## src/rtl/serdesphy_pll_cp_ctrl.sv

```systemverilog
// rtl/serdesphy_pll_cp_ctrl.sv - PLL charge-pump sequencer (settle, acquire, step-down, track)
// Optional macro SERDESPHY_PLL_CP_FORCE_EN adds cp_force/cp_force_val current override.
module serdesphy_pll_cp_ctrl #(
  parameter int         SETTLE_CYCLES = 256,
  parameter int         WIN_CYCLES    = 64,
  parameter int         LOCK_TOL      = 2,
  parameter int         UNLOCK_TOL    = 8,
  parameter int         LOCK_WINDOWS  = 4,
  parameter logic [1:0] FINAL_CURRENT = 2'b01
) (
  input  logic       clk,
  input  logic       rst_n,
  input  logic       pll_en,
  input  logic       up_pulse,
  input  logic       down_pulse,
`ifdef SERDESPHY_PLL_CP_FORCE_EN
  input  logic       cp_force,
  input  logic [1:0] cp_force_val,
`endif
  output logic       cp_enable,
  output logic [1:0] cp_current,
  output logic       pll_locked,
  output logic       lock_lost,
  output logic [2:0] state
);

  typedef enum logic [2:0] {
    S_IDLE    = 3'd0,
    S_SETTLE  = 3'd1,
    S_ACQUIRE = 3'd2,
    S_TRACK   = 3'd3
  } state_t;

  localparam int CW  = $clog2(WIN_CYCLES + 1);
  localparam int CW1 = CW + 1;
  localparam int SW  = $clog2(SETTLE_CYCLES + 1);
  localparam int GW  = $clog2(LOCK_WINDOWS + 1);

  state_t        st;
  logic [SW-1:0] settle_cnt;
  logic [CW-1:0] win_cnt;
  logic [CW-1:0] up_cnt;
  logic [CW-1:0] dn_cnt;
  logic [GW-1:0] good_cnt;
  logic [1:0]    cur_step;

  logic [CW-1:0] up_tot;
  logic [CW-1:0] dn_tot;
  logic [CW:0]   diff;
  logic          win_end;
  logic          win_good;
  logic          win_bad;
  logic [GW-1:0] good_next;
  logic          good_reached;
  logic          step_frozen;
  logic [1:0]    step_d;

`ifdef SERDESPHY_PLL_CP_FORCE_EN
  assign step_frozen = cp_force;
`else
  assign step_frozen = 1'b0;
`endif

  // Window totals include the current cycle so evaluation on the last cycle sees every pulse.
  always_comb begin
    up_tot       = up_cnt + CW'(up_pulse);
    dn_tot       = dn_cnt + CW'(down_pulse);
    diff         = (up_tot >= dn_tot) ? ({1'b0, up_tot} - {1'b0, dn_tot})
                                      : ({1'b0, dn_tot} - {1'b0, up_tot});
    win_end      = (win_cnt == CW'(WIN_CYCLES - 1));
    win_good     = (diff <= CW1'(LOCK_TOL));
    win_bad      = (diff >  CW1'(UNLOCK_TOL));
    good_next    = win_good ? (good_cnt + GW'(1)) : '0;
    good_reached = (good_next == GW'(LOCK_WINDOWS));
  end

  always_comb begin
    step_d = cur_step;
    if (!pll_en) begin
      step_d = 2'b11;
    end else if (st == S_ACQUIRE && win_end && good_reached &&
                 cur_step > FINAL_CURRENT && !step_frozen) begin
      step_d = cur_step - 2'd1;
    end else if (st == S_TRACK && win_end && win_bad) begin
      step_d = 2'b11;
    end
  end

  always_ff @(posedge clk or negedge rst_n) begin
    if (!rst_n) begin
      st         <= S_IDLE;
      settle_cnt <= '0;
      win_cnt    <= '0;
      up_cnt     <= '0;
      dn_cnt     <= '0;
      good_cnt   <= '0;
      cur_step   <= 2'b11;
      cp_enable  <= 1'b0;
      pll_locked <= 1'b0;
      lock_lost  <= 1'b0;
    end else if (!pll_en) begin
      st         <= S_IDLE;
      settle_cnt <= '0;
      win_cnt    <= '0;
      up_cnt     <= '0;
      dn_cnt     <= '0;
      good_cnt   <= '0;
      cur_step   <= 2'b11;
      cp_enable  <= 1'b0;
      pll_locked <= 1'b0;
      lock_lost  <= 1'b0;
    end else begin
      cur_step <= step_d;
      case (st)
        S_IDLE: begin
          st         <= S_SETTLE;
          cp_enable  <= 1'b1;
          settle_cnt <= '0;
        end
        S_SETTLE: begin
          if (settle_cnt == SW'(SETTLE_CYCLES - 1)) begin
            st      <= S_ACQUIRE;
            win_cnt <= '0;
            up_cnt  <= '0;
            dn_cnt  <= '0;
          end else begin
            settle_cnt <= settle_cnt + SW'(1);
          end
        end
        default: begin
          if (win_end) begin
            win_cnt <= '0;
            up_cnt  <= '0;
            dn_cnt  <= '0;
            if (st == S_ACQUIRE) begin
              if (good_reached) begin
                good_cnt <= '0;
                if (cur_step == FINAL_CURRENT) begin
                  st         <= S_TRACK;
                  pll_locked <= 1'b1;
                end
              end else begin
                good_cnt <= good_next;
              end
            end else if (win_bad) begin
              st         <= S_ACQUIRE;
              pll_locked <= 1'b0;
              lock_lost  <= 1'b1;
              good_cnt   <= '0;
            end
          end else begin
            win_cnt <= win_cnt + CW'(1);
            up_cnt  <= up_tot;
            dn_cnt  <= dn_tot;
          end
        end
      endcase
    end
  end

`ifdef SERDESPHY_PLL_CP_FORCE_EN
  logic [1:0] cp_current_q;

  always_ff @(posedge clk or negedge rst_n) begin
    if (!rst_n) begin
      cp_current_q <= 2'b11;
    end else if (!pll_en) begin
      cp_current_q <= 2'b11;
    end else begin
      cp_current_q <= cp_force ? cp_force_val : step_d;
    end
  end

  assign cp_current = cp_current_q;
`else
  assign cp_current = cur_step;
`endif

  assign state = st;

endmodule

```

## config.mk

```make
export PLATFORM = sky130hd
export DESIGN_NAME = serdesphy_pll_cp_ctrl
export DESIGN_NICKNAME = d
export VERILOG_FILES = /design/src/rtl/serdesphy_pll_cp_ctrl.sv
export SDC_FILE = /design/constraint.sdc
export NUM_CORES = 1
export LEC_CHECK = 0
export ABC_CLOCK_PERIOD_IN_PS = 4400
export CAP_MARGIN = 20
export CORE_UTILIZATION = 35
export DETAILED_ROUTE_END_ITERATION = 8
export GPL_TIMING_DRIVEN = 0
export PLACE_DENSITY = 0.5
export SYNTH_ARGS = -nofsm -noshare
export SYNTH_HDL_FRONTEND = slang
export SYNTH_SLANG_ARGS = --single-unit
```

## constraint.sdc

```tcl
create_clock -name clk -period 4.4 [get_ports clk]
set_input_delay 1.1 -clock clk [delete_from_list [all_inputs] [get_ports clk]]
set_output_delay 1.1 -clock clk [all_outputs]
set_load 0.01 [all_outputs]
```

# Yosys cells after proc, flatten, opt, wreduce, memory -nomap -nowiden
# Index checks and enable logic that the tools add are counted.
[classes]
add_sub_neg = 8
mux = 46
n_reduce_logical = 13
n_lt_le_gt_ge = 4
eq_ne = 24
[op_table]
columns = ["operator", "n"]
rows = [
  ["$mux 7", 7],
  ["$mux 3", 14],
  ["$pmux 7 s2", 3],
  ["$mux 9", 2],
  ["$pmux 9 s2", 1],
  ["$sub 7x7->8", 2],
  ["$add 7x1->7", 2],
  ["$mux 1", 14],
  ["$reduce_and 5->1", 2],
  ["$add 9x1->9 const B", 1],
  ["$eq 9x8->1 const B", 1],
  ["$ne 3x1->1 const B", 3],
  ["$ne 3x3->1 const B", 3],
  ["$gt 8x4->1 const B", 1],
  ["$le 8x2->1 const B", 1],
  ["$mux 8", 1],
  ["$add 7x1->7 const B", 1],
  ["$eq 7x6->1 const B", 1],
  ["$ge 7x7->1", 1],
  ["$eq 3x2->1 const B", 2],
  ["$mux 2", 3],
  ["$ne 2x1->1 const B", 3],
  ["$ne 2x2->1 const B", 3],
  ["$pmux 3 s2", 1],
  ["17 further kinds", 22],
]
[totals]
reg_bits = 41
inputBits = 5
word_cells = 105
out_inout_bits = 8

# Longest topological paths before layout
# Gate-level depths: netlist of the first run.
[depth]
word_depth = 11
depth_mapped = 17
depth_no_buf = 16

# Worst setup path after synthesis of the first run
# No wires, ideal clock.
[synth_path]
path_type = "input-to-reg"
start = "input up_pulse"
end = "register good_cnt[2]"
n_path_buf = 0
path_stages = 16
path_slack_ps = 22
arrival_time_ps = 4255
cell_sequence = "ha_1 > ha_1 > nand2_1 > nor2_1 > xnor2_1 > inv_1 > ha_1 > nand2_1 > o31a_2 > and3_1 > mux2_2 > a211oi_2 > o32ai_1 > a41o_4 > and3_1 > a211o_1"
[synth_between]
elab_chain_len = 11
word_cells_on_any_way = 16
[synth_lines]
columns = ["element", "line_no", "text"]
rows = [
  ["start, declared", "14", "input logic up_pulse,"],
  ["$add 7x1->7 (*)", "66", "up_tot = up_cnt + CW'(up_pulse);"],
  ["$sub 7x7->8 (tied with other cells)", "69", ": ({1'b0, dn_tot} - {1'b0, up_tot});"],
  ["$mux 8 (*)", "68", "diff = (up_tot >= dn_tot) ? ({1'b0, up_tot} - {1'b0, dn_tot})"],
  ["$le 8x2->1", "71", "win_good = (diff <= CW1'(LOCK_TOL));"],
  ["$mux 3", "73", "good_next = win_good ? (good_cnt + GW'(1)) : '0;"],
  ["$eq 3x3->1", "74", "good_reached = (good_next == GW'(LOCK_WINDOWS));"],
  ["$mux 3", "136", "if (good_reached) begin"],
  ["$mux 3", "135", "if (st == S_ACQUIRE) begin"],
  ["$mux 3", "131", "if (win_end) begin"],
  ["$mux 3", "114", "case (st)"],
  ["$mux 3", "101", "end else if (!pll_en) begin"],
  ["end signal, assigned", "143", "good_cnt <= good_next;"],
  ["end, declared", "44", "logic [GW-1:0] good_cnt;"],
]
# Mark *: on every way between the ends. The rest lies on a longest branch, timed or not. The select of a mux whose other input is x is not followed.
# A chain may end at the register's enable or synchronous reset.

# Final worst setup path of the first run
[layout_path]
start = "input down_pulse"
end = "register good_cnt[2]"
[layout_between]
elab_chain_len = 11
word_cells_on_any_way = 16
[layout_lines]
columns = ["element", "line_no", "text"]
rows = [
  ["start, declared", "15", "input logic down_pulse,"],
  ["$add 7x1->7 (*)", "67", "dn_tot = dn_cnt + CW'(down_pulse);"],
  ["$sub 7x7->8 (tied with other cells)", "69", ""],
  ["$mux 8 (*)", "68", ""],
  ["$le 8x2->1", "71", ""],
  ["$mux 3", "73", ""],
  ["$eq 3x3->1", "74", ""],
  ["$mux 3", "136", ""],
  ["$mux 3", "135", ""],
  ["$mux 3", "131", ""],
  ["$mux 3", "114", ""],
  ["$mux 3", "101", ""],
]
# Marks and branches as above.

==> key figures, run 1 <==
Run status
  – Outcome: complete, no violations

STA
  – Post-layout min period: 4.29 ns
  – Fmax: 233 MHz
  – Setup violations, final: 0
  – Clk_skew: 0.0106 ns
  – Fin. Hold Viols: 0
  – Max_slew headroom: 54.3%
  – Final worst-path cycle share: 97.6%
  – Slew Viols, Final: 0
  – Worst slew pin tran: 0.678 ns
  – Final WS setup: 0.105 ns
  – Minimum hold slack: 0.487 ns

Floorplan
  – Rows: 35
  – Ports: 13
  – Die height: 99.7 um
  – Total core area: 9240 um2
  – Die X: 99.7 um
  – Die ar.: 9940 um2
  – Initial core utilization: 36.1%

Placed design
  – PortBufs: 11
  – Post-Place Cell Area: 3630 um2
  – DP Worst Slack: -1.00 ns
  – Dpl hpwl: 5.85 mm
  – RD Place Congestion: 0.888

Detailed routing
  – DRC violations left: 0
  – Final wirelength: 8.05 mm
  – Via density: 5.21
  – Routed vias: 2780
  – Iter 0 DRT Violations: 158
  – Routed Antenna Nets: 0
  – Wire per inst: 15.1 um
  – DRT Pass-1 Iters: 4

Logic synthesis
  – Ys async rst share: 100%
  – Synth top area share: 28.5%
  – Sequential area share after synthesis: 30.0%
  – Synth top area cells: dfrtp_1 (28%), ha_1 (8.6%), nand2_1 (4.9%)
  – Top FF cell, synth: dfrtp_1
  – Cell taking the most area after synthesis: dfrtp_1
  – Post-Syn Nets: 407
  – Synthesized area per cell: 8.86 um2
  – Synth Cell Area: 3340 um2
  – Number of enable flip-flop cells after synthesis: 0
  – Number of distinct library cells after synthesis: 72
  – Cells after synthesis: 377
  – Synthesized flop and latch total: 40
  – YS warnings: 0

Hold path
  – Worst min path class: flop to flop
  – Hold Path Cell Cnt: 1

Final layout
  – Ant. Diodes: 0
  – Fill count: 912
  – Most common cell after layout, fill and taps aside: nand2_1
  – Final core utilization: 43.1%
  – Share of layout cells above drive strength 1: 19.8%
  – Area delta synth->final: 19.2%
  – FF/Latch Area: 1000 um2
  – Commonest cells after routing, fill and taps aside: nand2_1 (43), dfrtp_1 (38), o21ai_0 (21), inv_1 (19), a21oi_1 (18)
  – Area occupied by multi-input gates: 2330 um2
  – Post-route cell area: 3980 um2
  – Nets: 434

Global route
  – Initial antenna violation count: 0
  – Met1 GRT Util: 23.8%
  – Met3 Track Usage GR: 2.81%
  – Largest net degree at the start of global routing: 37
  – Gr usage total: 17.1%
  – Busiest layer in global routing: met2
  – Remaining global-route overflow: 0
  – First-pass GRT wire length: 13.5 mm
  – Met2 usage: 28.0%
  – Vias in the first global route: 2744

Setup path
  – CP Class: primary input to flop
  – Worst-path fanout max: 7
  – CP endpoint kind: flop
  – Worst EP arrival: 4.49 ns
  – Register-to-Register Path Depth: 16
  – Startpoint types: primary input
  – Crit path required time: 4.59 ns

Clock tree
  – Clock Sinks: 40
  – Clk buf depth: 2
  – Hold-fix buffers, CTS: 0
  – H-tree Lvls: 2
  – Reg clk slew, reported paths: 0.09 ns
  – Clock Tree Root: clkbuf_8
  – Inserted Clock Buffers: 5
  – Clk Latency, worst-skew pair: 0.30 ns
  – CTS tree: built

Power
  – Overall power: 2100 uW
  – Power Density: 528 nW/um2
  – Leakage power: 0.00166 uW
  – Maximum VDD drop: 0.260 mV

Flow run
  – Max Cap Violations: 0
[sequential cells by signal, summed over array words and instances, names as in the netlist]
register,flops
cp_current,2
lock_lost,1
pll_locked,1
state,2
up_cnt,7
good_cnt,3
win_cnt,7
settle_cnt,9
cp_enable,1
dn_cnt,7
[area by class of cell]
| type | count | share of cell area (%) |
|---|---|---|
| Timing Repair Buffer | 21 | 4.84 |
| Buffer | 16 | 2.45 |
| Multi-Input combinational cell | 299 | 58.6 |
| Tap cell | 129 | 4.05 |
| Sequential cell | 40 | 25.2 |
| Clock inverter | 3 | 1.16 |
| Inverter | 21 | 1.98 |
| Clock buffer | 5 | 1.73 |
[metal layers]
layer  vias to the layer above  share of wire, %
met5                         -                 0
met4                         0              0.86
met3                        10               2.0
met2                        36                45
met1                      1325                52
li1                       1409                 -
[worst max-delay path, cell delays in order]
cell	delay, ns
dlygate4sd2_1	0.26
ha_4	0.17
nand2_1	0.12
o21a_1	0.24
nor2_2	0.13
inv_1	0.09
ha_4	0.30
nand2_2	0.08
o31a_4	0.37
and3_1	0.17
mux2_2	0.28
a211oi_4	0.25
o32ai_4	0.15
a41o_4	0.33
and3_1	0.18
a211o_1	0.26
[timing repair]
item | in CTS | in global routing
cloned | 0 | 0
resized for setup | 30 | 7
buffers inserted | 3 | 6
pin swaps | 8 | 10
endpoints found under the setup margin | 9 | 5
[path summary, 6_finish.rpt]
check / startpoint / to / slack, ns
min in group asynchronous: rst_n / dn_cnt[6]$_DFFE_PN0P_ / 0.60
setup reg to reg: up_cnt[0]$_DFFE_PN0P_ / good_cnt[2]$_DFFE_PN0P_ / 0.72
hold / removal: cp_enable$_DFFE_PN0P_ / cp_enable$_DFFE_PN0P_ / 0.49
max in group asynchronous: rst_n / cp_current[1]$_DFFE_PN1P_ / 3.31
setup / recovery: down_pulse / good_cnt[2]$_DFFE_PN0P_ / 0.11
hold reg to reg: cp_enable$_DFFE_PN0P_ / cp_enable$_DFFE_PN0P_ / 0.49
[logic make-up (layout without fill, tap and decap cells)]
group                    count (synthesis)  in the layout  synth area share (%)
AND/OR/NAND/NOR                        137            137                  22.2
buffers and inverters                   38             66                  5.40
multiplexers                             6              6                  2.25
XOR/XNOR                                23             23                  7.04
adder cells (fa/ha/maj)                 28             28                  10.7
AO/OA/AOI/OAI                          104            104                  22.2
other                                    1              1                 0.112
flip-flops                              40             40                  30.0
[where the power goes]
group / internal, uW / switching, uW / total (uW) / leakage, uW
logic: 591 / 745 / 1340 / 0.00106
clock network: 171 / 150 / 321 / 0.0000548
registers: 404 / 41.8 / 446 / 0.000544
total: 1170 / 936 / 2100 / 0.00166
[stage by stage]
| step | TNS (ns) | std cells |
|---|---|---|
| finish | 0 | 534 |
| global route | -0.0115 | 534 |
| CTS | 0 | 528 |
| detailed placement | -7.77 | 518 |
| global placement | -7.58 | 517 |
| floorplan | 0 | 377 |
[synthesized netlist by cell type (all sizes together) (3+ instances only)]
cell,instances
ha,23
and4b,3
o2111ai,3
nor3,4
a31oi,8
dfrtp,38
nand4,3
clkbuf,9
and3,8
maj3,3
o21ai,23
a211o,3
a21oi,19
nor2b,15
o31ai,14
or3,3
inv,21
nor2,20
nor3b,7
a21o,3
nand3,17
nand2,44
and2,3
nand2b,3
o21a,5
buf,8
mux2i,4
a211oi,6
xor2,10
xnor2,13
Power figures use the tool's default switching activity.
==> run 2: changes to the inputs <==
--- a/config.mk
+++ b/config.mk
@@ -8,6 +8,8 @@
 export ABC_CLOCK_PERIOD_IN_PS = 4400
 export CAP_MARGIN = 20
 export CORE_UTILIZATION = 35
+export CTS_BUF_LIST = sky130_fd_sc_hd__clkbuf_16
+export CTS_CLUSTER_DIAMETER = 100
 export DETAILED_ROUTE_END_ITERATION = 8
 export GPL_TIMING_DRIVEN = 0
 export PLACE_DENSITY = 0.5
==> run 2 against run 1 <==
  * Clock power up 33%
  * Utilization up 1.1 points
  * Highest routed layer unchanged
  * Via count up 1.5%
  * Fmax up 0.58%
  * Routed wire length up 0.29%
  * Clock skew down 0.0044 ns
  * Global-route usage up 0.12 points
  * Register-to-register slack better by 0.03 ns
  * Non-clock buffer count up 6
  * Critical endpoint unchanged
  * First-iteration DRC count down 8.2%
  * Count of clock-buffer cells in the layout unchanged
==> key figures, run 2 (synthesized netlist as in run 1, its figures left out) <==
STA
  – Sum of negative setup slack: 0 ns
  – Fin. Hold Viols: 0
  – Final WS setup: 0.130 ns
  – Final worst-path cycle share: 97.0%
  – Clk_skew: 0.00618 ns
  – Post-layout min period: 4.27 ns
  – Setup violations, final: 0
  – Slew Viols, Final: 0
  – Fmax: 234 MHz
  – Max_slew headroom: 52.9%
  – Worst slew pin tran: 0.699 ns

Detailed routing
  – Iter 0 DRT Violations: 145
  – DRC violations left: 0
  – Wire per inst: 15.0 um
  – DRT Pass-1 Iters: 4
  – Final wirelength: 8.08 mm
  – Routed vias: 2823
  – Routed Antenna Nets: 0
  – Via density: 5.23

Floorplan
  – Die X: 99.7 um
  – Total core area: 9240 um2
  – Die ar.: 9940 um2
  – Die height: 99.7 um
  – Rows: 35
  – Initial core utilization: 36.1%
  – Ports: 13

Setup path
  – CP Class: primary input to flop
  – Flop2flop setup slack: 0.75 ns
  – Crit path required time: 4.57 ns
  – CP endpoint kind: flop
  – Startpoint types: primary input
  – Worst EP arrival: 4.44 ns
  – Worst-path fanout max: 7

Placed design
  – PortBufs: 11
  – Dpl hpwl: 5.85 mm
  – DP Worst Slack: -1.00 ns
  – RD Place Congestion: 0.888

Final layout
  – Nets: 440
  – Share of layout cells above drive strength 1: 20.7%
  – Fill count: 900
  – Ant. Diodes: 0
  – FF/Latch Area: 1000 um2
  – Area delta synth->final: 22.1%
  – Most common cell after layout, fill and taps aside: nand2_1
  – Register with the most flip-flops: settle_cnt
  – Largest register FFs: 9
  – Area occupied by multi-input gates: 2330 um2
  – Commonest cells after routing, fill and taps aside: nand2_1 (43), dfrtp_1 (38), o21ai_0 (21), buf_4 (20)

Clock tree
  – Clk buf depth: 2
  – H-tree Lvls: 2
  – Reg clk slew, reported paths: 0.06 ns
  – Hold-fix buffers, CTS: 0
  – Clk Latency, worst-skew pair: 0.28 ns
  – Clock Tree Root: clkbuf_16
  – Inserted Clock Buffers: 5
  – CTS tree: built
  – Clock Sinks: 40

Power
  – Switching power: 962 uW
  – Combinational power share: 61.2%
  – Power Density: 552 nW/um2
  – Clock share of power: 19.0%
  – Internal power component: 1290 uW
  – Reg power frac: 19.8%
  – Overall power: 2250 uW
  – Leakage power: 0.00171 uW
  – Net Sw Frac: 42.7%
  – Maximum VDD drop: 0.253 mV

Global route
  – Gr usage total: 17.3%
  – First-pass GRT wire length: 13.6 mm
  – Remaining global-route overflow: 0
  – Largest net degree at the start of global routing: 37
  – Initial antenna violation count: 0
  – Vias in the first global route: 2778

Run status
  – Outcome: complete, no violations

Flow run
  – Max Cap Violations: 0

Hold path
  – Worst min path class: flop to flop
run 2: worst paths after layout:
| kind | start | to | depth (start not counted) |
|---|---|---|---|
| worst max-delay path | down_pulse | good_cnt[2]$_DFFE_PN0P_ | 18 |
| worst min-delay path | cp_enable$_DFFE_PN0P_ | cp_enable$_DFFE_PN0P_ | 1 |
| worst max register to register | up_cnt[0]$_DFFE_PN0P_ | good_cnt[2]$_DFFE_PN0P_ | 18 |
| worst min register to register | cp_enable$_DFFE_PN0P_ | cp_enable$_DFFE_PN0P_ | 1 |
| max in group asynchronous | rst_n | cp_current[1]$_DFFE_PN1P_ | 2 |
| min in group asynchronous | rst_n | dn_cnt[6]$_DFFE_PN0P_ | 1 |
run 2: timing repair:
| item | CTS | global route |
|---|---|---|
| setup endpoints to repair | 9 | 8 |
| cloned | 0 | 0 |
| pin swaps | 8 | 13 |
| buffers inserted | 4 | 11 |
| gates resized for setup | 29 | 8 |
run 2: critical path: stages:
cell and delay, ns:
dlygate4sd2_1 0.26, ha_4 0.17, nand2_1 0.12, o21a_1 0.23
nor2_2 0.12, inv_1 0.08, ha_4 0.30, nand2_2 0.08
o31a_4 0.37, buf_4 0.16, and3_1 0.14, a31oi_1 0.15
o211ai_1 0.12, and3_4 0.19, buf_6 0.13, and4_2 0.23
and4b_1 0.21, a211o_1 0.29
run 2: per-layer routing:
metal	vias up	share of wire (%)	track usage, %	wire length (um)
met3	7	2.0	2.39	160
met4	0	0.84	3.51	68
li1	1420	-	-	-
met2	34	46	28.5	3730
met5	-	0	0	0
met1	1362	51	24.0	4120
run 2: through the flow:
| step | std cells | hold slack [ns] | area, um2 | util, % |
|---|---|---|---|---|
| finish | 540 | 0.482 | 4080 | 44.1 |
| global route | 540 | 0.528 | 4080 | 44.1 |
| CTS | 529 | 0.487 | 3970 | 43.0 |
| detailed placement | 518 | 0.469 | 3630 | 39.2 |
| global placement | 517 | 0.466 | 3610 | 39.1 |
| floorplan | 377 | 0.451 | 3340 | - |
run 2: final cells by class:
type / count / area share [%]
flip-flops and latches: 40 / 24.6
multi-input cells: 299 / 57.1
well taps: 129 / 3.96
inverters: 21 / 1.93
clock inverters: 3 / 1.13
repair buffers: 27 / 5.83
clock buffers: 5 / 3.07
plain buffers: 16 / 2.39
run 2: power groups by stage:
stage	logic (uW)	registers (uW)	clock network (uW)
after floorplan	923	442	0
after global placement	1180	445	0
after detailed placement	1190	446	0
after CTS	1330	446	439
after global routing	1510	452	454
final	1380	446	428
